`config.mk`:
```
export PLATFORM = sky130hd
export DESIGN_NAME = nibble_serial_subtractor
export DESIGN_NICKNAME = d
export VERILOG_FILES = /design/src/rtl/nibble_serial_subtractor_pkg.sv /design/src/rtl/nibble_sub.sv /design/src/rtl/nibble_serial_subtractor.sv
export SDC_FILE = /design/constraint.sdc
export NUM_CORES = 1
export LEC_CHECK = 0
export CORE_ASPECT_RATIO = 1.5
export CORE_MARGIN = 4
export CORE_UTILIZATION = 47
export CTS_CLUSTER_SIZE = 40
export DETAILED_ROUTE_END_ITERATION = 8
export PLACE_DENSITY = 0.8
export SLEW_MARGIN = 30
export SYNTH_ARGS = -nofsm -noshare
export SYNTH_HDL_FRONTEND = slang
export SYNTH_HIERARCHICAL = 1
export SYNTH_SLANG_ARGS = --single-unit
```
`constraint.sdc`:
```
create_clock -name clk -period 3.3 [get_ports clk]
set_clock_uncertainty 0.2 [all_clocks]
set_input_delay 0.99 -clock clk [delete_from_list [all_inputs] [get_ports clk]]
set_output_delay 0.99 -clock clk [all_outputs]
set_load 0.02 [all_outputs]
```
`src/rtl/nibble_serial_subtractor_pkg.sv`:
```
// Shared definitions for the nibble-serial subtractor: nibble width, FSM states
// and the nibble-count helper.
package nibble_serial_subtractor_pkg;

    localparam int unsigned NIB_W = 4;

    typedef enum logic {IDLE, RUN} state_e;

    function automatic int unsigned nibbles(int unsigned width);
        return width / NIB_W;
    endfunction

endpackage

```
`src/rtl/nibble_sub.sv`:
```
// Combinational 4-bit subtract slice: d = x - y - bi (mod 16), bo = 1 iff x < y + bi.
module nibble_sub
    import nibble_serial_subtractor_pkg::*;
(
    input  logic [NIB_W-1:0] x,
    input  logic [NIB_W-1:0] y,
    input  logic             bi,
    output logic [NIB_W-1:0] d,
    output logic             bo
);

    logic [NIB_W:0] t;

    // One extra bit catches the wrap; it is set exactly when the result went negative.
    always_comb begin
        t  = {1'b0, x} - {1'b0, y} - {{NIB_W{1'b0}}, bi};
        d  = t[NIB_W-1:0];
        bo = t[NIB_W];
    end

endmodule

```
`src/rtl/nibble_serial_subtractor.sv`:
```
// Multi-cycle WIDTH-bit subtractor, one nibble per clock, LSB first, start/done handshake.
// Optional signed-overflow output enabled by defining SUB_OVF_EN.
module nibble_serial_subtractor
    import nibble_serial_subtractor_pkg::*;
#(
    parameter int unsigned WIDTH = 16
) (
    input  logic             clk,
    input  logic             rst,
    input  logic             start,
    input  logic [WIDTH-1:0] a,
    input  logic [WIDTH-1:0] b,
    input  logic             bin,
    output logic             busy,
    output logic             done,
    output logic [WIDTH-1:0] diff,
    output logic             bout
`ifdef SUB_OVF_EN
    ,
    output logic             ovf
`endif
);

    localparam int unsigned NIBS  = nibbles(WIDTH);
    localparam int unsigned IDX_W = (NIBS > 1) ? $clog2(NIBS) : 1;
    localparam logic [IDX_W-1:0] LAST = IDX_W'(NIBS - 1);

    state_e             state_q, state_d;
    logic [IDX_W-1:0]   idx_q;
    logic [WIDTH-1:0]   a_q, b_q, res_q, res_d;
    logic               borrow_q;
    logic [WIDTH-1:0]   diff_q;
    logic               bout_q, done_q;
    logic [NIB_W-1:0]   nib_x, nib_y, nib_d;
    logic               nib_bo;
    logic               accept, last;

    assign accept = (state_q == IDLE) && start;
    assign last   = (state_q == RUN) && (idx_q == LAST);
    assign nib_x  = a_q[idx_q*NIB_W +: NIB_W];
    assign nib_y  = b_q[idx_q*NIB_W +: NIB_W];

    nibble_sub u_nibble_sub (
        .x  (nib_x),
        .y  (nib_y),
        .bi (borrow_q),
        .d  (nib_d),
        .bo (nib_bo)
    );

    // Working result with the current nibble merged in; loaded into diff on the last nibble.
    always_comb begin
        res_d = res_q;
        res_d[idx_q*NIB_W +: NIB_W] = nib_d;
    end

    always_ff @(posedge clk) begin
        if (rst) state_q <= IDLE;
        else     state_q <= state_d;
    end

    always_comb begin
        state_d = state_q;
        unique case (state_q)
            IDLE: if (start) state_d = RUN;
            RUN:  if (idx_q == LAST) state_d = IDLE;
            default: state_d = IDLE;
        endcase
    end

    always_comb begin
        busy = (state_q == RUN);
        done = done_q;
        diff = diff_q;
        bout = bout_q;
    end

    always_ff @(posedge clk) begin
        if (rst) begin
            idx_q    <= '0;
            a_q      <= '0;
            b_q      <= '0;
            res_q    <= '0;
            borrow_q <= 1'b0;
            diff_q   <= '0;
            bout_q   <= 1'b0;
            done_q   <= 1'b0;
        end else begin
            done_q <= 1'b0;
            if (accept) begin
                a_q      <= a;
                b_q      <= b;
                borrow_q <= bin;
                res_q    <= '0;
                idx_q    <= '0;
            end else if (state_q == RUN) begin
                res_q    <= res_d;
                borrow_q <= nib_bo;
                idx_q    <= last ? '0 : idx_q + 1'b1;
                if (last) begin
                    diff_q <= res_d;
                    bout_q <= nib_bo;
                    done_q <= 1'b1;
                end
            end
        end
    end

`ifdef SUB_OVF_EN
    logic ovf_q;

    always_ff @(posedge clk) begin
        if (rst) begin
            ovf_q <= 1'b0;
        end else if (last) begin
            ovf_q <= (a_q[WIDTH-1] != b_q[WIDTH-1]) && (res_d[WIDTH-1] != a_q[WIDTH-1]);
        end
    end

    assign ovf = ovf_q;
`endif

endmodule

```
==> impl_metrics.csv, run 1 <==
group,metric,value,unit
outcome,outcome,"complete, no violations",
yosys,synth_edf_count,0,
grt,grt_max_degree,35,
sta,finalCritPeriodShare,89.1,%
hold_path,holdPathStages,2,
power_and_ir_drop,p_leak,1.37,nW
worst_setup_path,crit_arrival,2.96,ns
layout,final_common_cell,"nand2_1",
yosys,synth-main-ff-cell,"dfxtp_1",
hold_path,min_from,"res_q[10]",
layout,final_cell_area,3820,um^2
floorplanning,fp.dieH,106,um
worst_setup_path,cp.required,3.32,ns
clock_tree,clk_pin_slew,0.06,ns
yosys,syn-instance-count,345,
worst_setup_path,cp-start-kind,"register",
drt,postRouteAntennaNets,0,
yosys,syn_nets,394,
yosys,syn_area_per_cell,8.79,um^2
yosys,yosysTopAreaCellShare,43.6,%
yosys,synth_compound_gate_area_share,13.7,%
worst_setup_path,endpoint_kind,"register",
placed_design,hpwl,4680,um
worst_setup_path,cp_max_fo,7,
grt,antenna_found_initial,0,
drt,drt-total-wl,6460,um
sta,fmaxAchievable,340,MHz
yosys,synth-seq-cells,66,
floorplanning,io-pin-count,55,
power_and_ir_drop,ir_drop,0.440,mV
clock_tree,post_cts_buffers,0,
yosys,yosysWarnings,6,
flow_run,max_cap_violations,0,
sta,setup_tns,0,ns
yosys,synthMuxAreaShare,7.10,%
yosys,yosys.area.top_type,"dfxtp_1",
placed_design,port-buffer-count,54,
drt,drtIter0Drc,132,
layout,drive_gt1_share,10.6,%
yosys,ys_types,34,
drt,firstDrtPassIters,4,
clock_tree,clock-sinks,66,
layout,regArea,1320,um^2
floorplanning,die-area,7830,um^2
sta,worstMarginPinSlew,0.655,ns
sta,slew_viol_final,0,
drt,num_vias,2560,
clock_tree,ctsHoldBuffers,0,
placed_design,gp_congestion,0.862,
grt,overflow,0,
layout,layout_common_cells,"nand2_1, dfxtp_1, clkdlybuf4s50_1, a21oi_1, nor2_1",
drt,drc,0,
worst_setup_path,r2r_cells,10,
clock_tree,clock_latency,0.35,ns
layout,fillers,547,
floorplanning,start_util,48.8,%
clock_tree,ctsResizeCount,0,
drt,vias_per_cell,5.42,
yosys,synthTopCellsByArea,"dfxtp_1, nand2_1, a21oi_1",
clock_tree,clockBufferDepth,2,
placed_design,place_area,3610,um^2
yosys,syn-cell-area,3030,um^2
sta,max-slew-margin-rel,56.3,%
yosys,synth-simple-area-share,22.9,%
sta,hold_viol,0,
yosys,synthArstFlopShare,0,%
placed_design,place_ws,0.342,ns
sta,fin_crit,2.94,ns
clock_tree,htreeDepth,3,
worst_setup_path,regToRegSetupSlack,0.36,ns
clock_tree,cts_tree,"done",
layout,multi_input_area,1540,um^2
power_and_ir_drop,finalPower,1.90,mW
sta,setup_ws,0.361,ns
yosys,ys_seq_area_share,43.6,%
yosys,synth_top_family_by_area,"simple AND/OR/NAND/NOR gates",
sta,rsz0062_at_grt,"no",
clock_tree,cts_root_buffer,"clkbuf_8",
layout,fin_nets,442,
worst_setup_path,critical_path_class,"register to register",
worst_setup_path,reg2reg_from,"idx_q[0]",
worst_setup_path,r2r_end,"diff[3]",
grt,grt_pass1_wl,10500,um
clock_tree,numCtsBuffers,9,
grt,grt_usage,17.5,%
sta,setup_viol,0,
hold_path,min_to,"res_q[10]",
layout,syn_to_final_growth,26.0,%
layout,n_antenna_cell,0,
floorplanning,rows,35,
hold_path,hold_path.class,"register to register",
power_and_ir_drop,cellPowerDensity,497,nW/um^2
floorplanning,die_w,73.6,um
drt,wl_per_cell,13.7,um
floorplanning,core_area,6220,um^2
yosys,synth-xor-area-share,1.16,%
yosys,synthAdderAreaFrac,5.86,%
grt,grt_pass1_vias,2424,
==> cell usage after synthesis, types with 5 or more instances <==
library cell	number
ha_1	11
nor2_1	21
dfxtp_1	66
buf_2	13
nand4_1	8
inv_1	12
mux4_2	7
nand3_1	5
clkbuf_1	11
nor2b_1	6
nand2_1	81
nor3_1	8
a21oi_1	46
nand2b_1	8
==> layout make-up <==
| class | instances | area share (%) |
|---|---|---|
| timing repair buffer | 64 | 16.0 |
| clock inverter | 2 | 1.57 |
| multi-input combinational | 240 | 40.3 |
| tap | 74 | 2.42 |
| sequential | 66 | 34.6 |
| inverter | 12 | 1.18 |
| clock buffer | 14 | 3.99 |
==> where the power goes <==
part	leakage (nW)	internal [mW]	switching (mW)	total, mW
combinational	0.729	0.143	0.179	0.322
clock	0.105	0.448	0.289	0.736
sequential	0.537	0.827	0.0160	0.843
==> kinds of logic (layout without fill, tap and decap cells) <==
kind of cell,after synthesis,in the layout
adder cells (fa/ha/maj),13,13
XOR/XNOR,4,4
multiplexers,11,11
buffers and inverters,39,92
flip-flops,66,66
AO/OA/AOI/OAI,65,65
AND/OR/NAND/NOR,147,147
==> registers in the layout, indices dropped and copies added, names as in the netlist <==
| signal | flops |
|---|---|
| diff | 16 |
| bout | 1 |
| busy | 1 |
| done | 1 |
| idx_q | 2 |
| res_q | 12 |
| b_q | 16 |
| borrow_q | 1 |
| a_q | 16 |
==> worst max-delay path, stage by stage, from the launching register on <==
cell      delay, ns
dfxtp_1        0.40
mux4_2         0.54
fa_1           0.54
inv_1          0.05
ha_1           0.18
o21ai_0        0.17
nand3b_1       0.11
xor2_1         0.15
buf_4          0.16
a221oi_1       0.23
nor3_1         0.08
==> stage by stage <==
stage	hold WS [ns]	cells	utilization (%)
5_1_grt	0.280	472	61.5
2_1_floorplan	0.230	345	-
6_report	0.251	472	61.5
3_3_place_gp	0.240	456	58.0
4_1_cts	0.254	472	61.5
3_5_place_dp	0.244	456	58.0
==> routing by layer <==
metal / GRT usage, % / up-vias / routed length, um
li1: - / 1279 / -
met3: 6.53 / 20 / 344
met4: 9.46 / 0 / 233
met1: 17.9 / 1189 / 2550
met2: 29.9 / 72 / 3330
met5: 0 / - / 0
==> worst max path at each step <==
stage / slack [ns] / start / to
after floorplan: 0.12 / idx_q[0] / diff[7]
after global placement: 0.42 / idx_q[0] / diff[3]
after detailed placement: 0.34 / idx_q[0] / diff[3]
after CTS: 0.33 / idx_q[0] / diff[3]
after global routing: 0.14 / idx_q[0] / diff[3]
final: 0.36 / idx_q[0] / diff[3]
Note: power is estimated with default switching activity, not from simulation.
==> run 2, diff against run 1 <==
--- a/config.mk
+++ b/config.mk
@@ -10,6 +10,7 @@
 export CORE_UTILIZATION = 47
 export CTS_CLUSTER_SIZE = 40
 export DETAILED_ROUTE_END_ITERATION = 8
+export GPL_TIMING_DRIVEN = 0
 export PLACE_DENSITY = 0.8
 export SLEW_MARGIN = 30
 export SYNTH_ARGS = -nofsm -noshare
==> run 2 against run 1 <==
Effect of this change: hold slack better by 0.00055 ns; count of clock-buffer cells in the layout down 1; combinational power up 4%; sequential power barely moved; critical path type unchanged; sequential share of layout area is 0.94 points lower; cell area is 3.1% higher; cell count rose by 3.4%; critical path depth did not move; global-route usage rose by 1.6 points; power up 1.8%; non-clock buffer count rose by 17; clock power grew 2.7%.
==> impl_metrics.csv, run 2 (synthesized netlist as in run 1, its figures left out) <==
group,metric,value,unit
outcome,outcome,"complete, no violations",
drt,wl_per_cell,14.3,um
clock_tree,cts_tree,"done",
clock_tree,clock-sinks,66,
grt,grt_usage,19.1,%
sta,hold_viol,0,
layout,fillers,539,
floorplanning,die_w,73.6,um
worst_setup_path,cp-start-kind,"register",
layout,final_cells,488,
floorplanning,start_util,48.8,%
worst_setup_path,cp_top_family,"adder cells",
worst_setup_path,cp.buffers_inverters,2,
drt,drc,0,
floorplanning,core_area,6220,um^2
layout,n_antenna_cell,0,
sta,rsz0062_at_grt,"no",
drt,firstDrtPassIters,4,
layout,layout_common_cells,"nand2_1, dfxtp_1, clkdlybuf4s50_1, a21oi_1, nor2_1",
worst_setup_path,cp_max_fo,10,
placed_design,gp_congestion,0.824,
clock_tree,htreeDepth,3,
grt,grt_max_degree,11,
layout,final_common_cell,"nand2_1",
clock_tree,clockBufferDepth,2,
layout,fin_nets,459,
drt,drtIter0Drc,151,
sta,setup_tns,0,ns
sta,fmaxAchievable,318,MHz
placed_design,dpl.cell_count,472,
power_and_ir_drop,p_leak,1.42,nW
placed_design,hpwl,5190,um
flow_run,max_cap_violations,0,
clock_tree,numCtsBuffers,9,
worst_setup_path,crit_arrival,3.20,ns
sta,finalCritPeriodShare,95.1,%
power_and_ir_drop,cellPowerDensity,491,nW/um^2
worst_setup_path,cp.required,3.36,ns
floorplanning,io-pin-count,55,
clock_tree,cts_root_buffer,"clkbuf_8",
worst_setup_path,critical_path_class,"register to register",
placed_design,port-buffer-count,53,
hold_path,hold_path.class,"register to register",
worst_setup_path,path_cells,"buf_12, mux4_2, fa_1, inv_1, ha_1, o21ai_1, nand3b_1, xor2_4, nand3_2, a311oi_2",
sta,worstMarginPinSlew,0.494,ns
sta,slew_viol_final,0,
sta,fin_hold_ws,0.252,ns
floorplanning,rows,35,
floorplanning,die-area,7830,um^2
drt,vias_per_cell,5.29,
grt,overflow,0,
grt,grt_pass1_wl,11300,um
drt,drt-total-wl,6980,um
floorplanning,fp.dieH,106,um
worst_setup_path,endpoint_kind,"register",
drt,postRouteAntennaNets,0,
grt,antenna_found_initial,0,
worst_setup_path,regToRegSetupSlack,0.16,ns
grt,grt_pass1_vias,2452,
power_and_ir_drop,ir_drop,0.291,mV
worst_setup_path,crit_slowest_cell,"fa_1",
sta,setup_viol,0,
clock_tree,clock_latency,0.34,ns
drt,num_vias,2580,
layout,syn_to_final_growth,29.9,%
clock_tree,clk_pin_slew,0.07,ns
sta,max-slew-margin-rel,67.0,%
sta,fin_crit,3.14,ns
layout,drive_gt1_share,13.0,%
worst_setup_path,cpPeakStageDelay,0.55,ns
power_and_ir_drop,finalPower,1.94,mW
## run 2: through the flow
| stage | cell area, um^2 | utilization, % | worst slack (ns) |
|---|---|---|---|
| CTS | 3910 | 62.9 | 0.00226 |
| global route | 3940 | 63.4 | 0.0320 |
| detailed placement | 3660 | 58.8 | -0.360 |
| floorplan | 3030 | - | 0.124 |
| global placement | 3660 | 58.8 | -0.264 |
| finish | 3940 | 63.4 | 0.160 |
## run 2: worst min-delay path, stage by stage (launching register included)
cell and delay (ns):
dfxtp_1 0.31, nand2_1 0.05, a21oi_1 0.05
## run 2: power breakdown
group	total (mW)	internal (mW)	switching (mW)
sequential	0.844	0.827	0.0171
clock	0.756	0.463	0.292
combinational	0.336	0.143	0.194
## run 2: path summary, 6_finish.rpt
kind,startpoint,endpoint,depth (start not counted)
max reg2reg,idx_q[0],diff[7],10
min,res_q[6],res_q[6],2
max,idx_q[0],diff[7],10
min reg2reg,res_q[6],res_q[6],2
## run 2: timing repair
| item | 4_1_cts | 5_1_grt |
|---|---|---|
| setup buffers | 0 | 1 |
| endpoints found under the setup margin | 21 | 7 |
| hold buffers | 0 | 0 |
| pin swaps | 0 | 2 |
| gates resized for setup | 6 | 7 |
## run 2: area by class of cell
cell class              instances  area (um^2)  area share [%]
inverters                      12         45.0            1.14
flip-flops and latches         66         1330            33.6
plain buffers                  27          143            3.62
well taps                      74         92.6            2.35
repair buffers                 54          538            13.7
clock inverters                 2         60.1            1.52
clock buffers                  13          159            4.03
multi-input cells             240         1580            40.0
## run 2: routing by layer
| layer | share of wire [%] | track usage (%) | vias up |
|---|---|---|---|
| met4 | 2.0 | 8.16 | 0 |
| met3 | 5.4 | 6.05 | 11 |
| met2 | 55 | 34.4 | 77 |
| li1 | - | - | 1306 |
| met1 | 37 | 19.4 | 1186 |
| met5 | 0 | 0 | - |
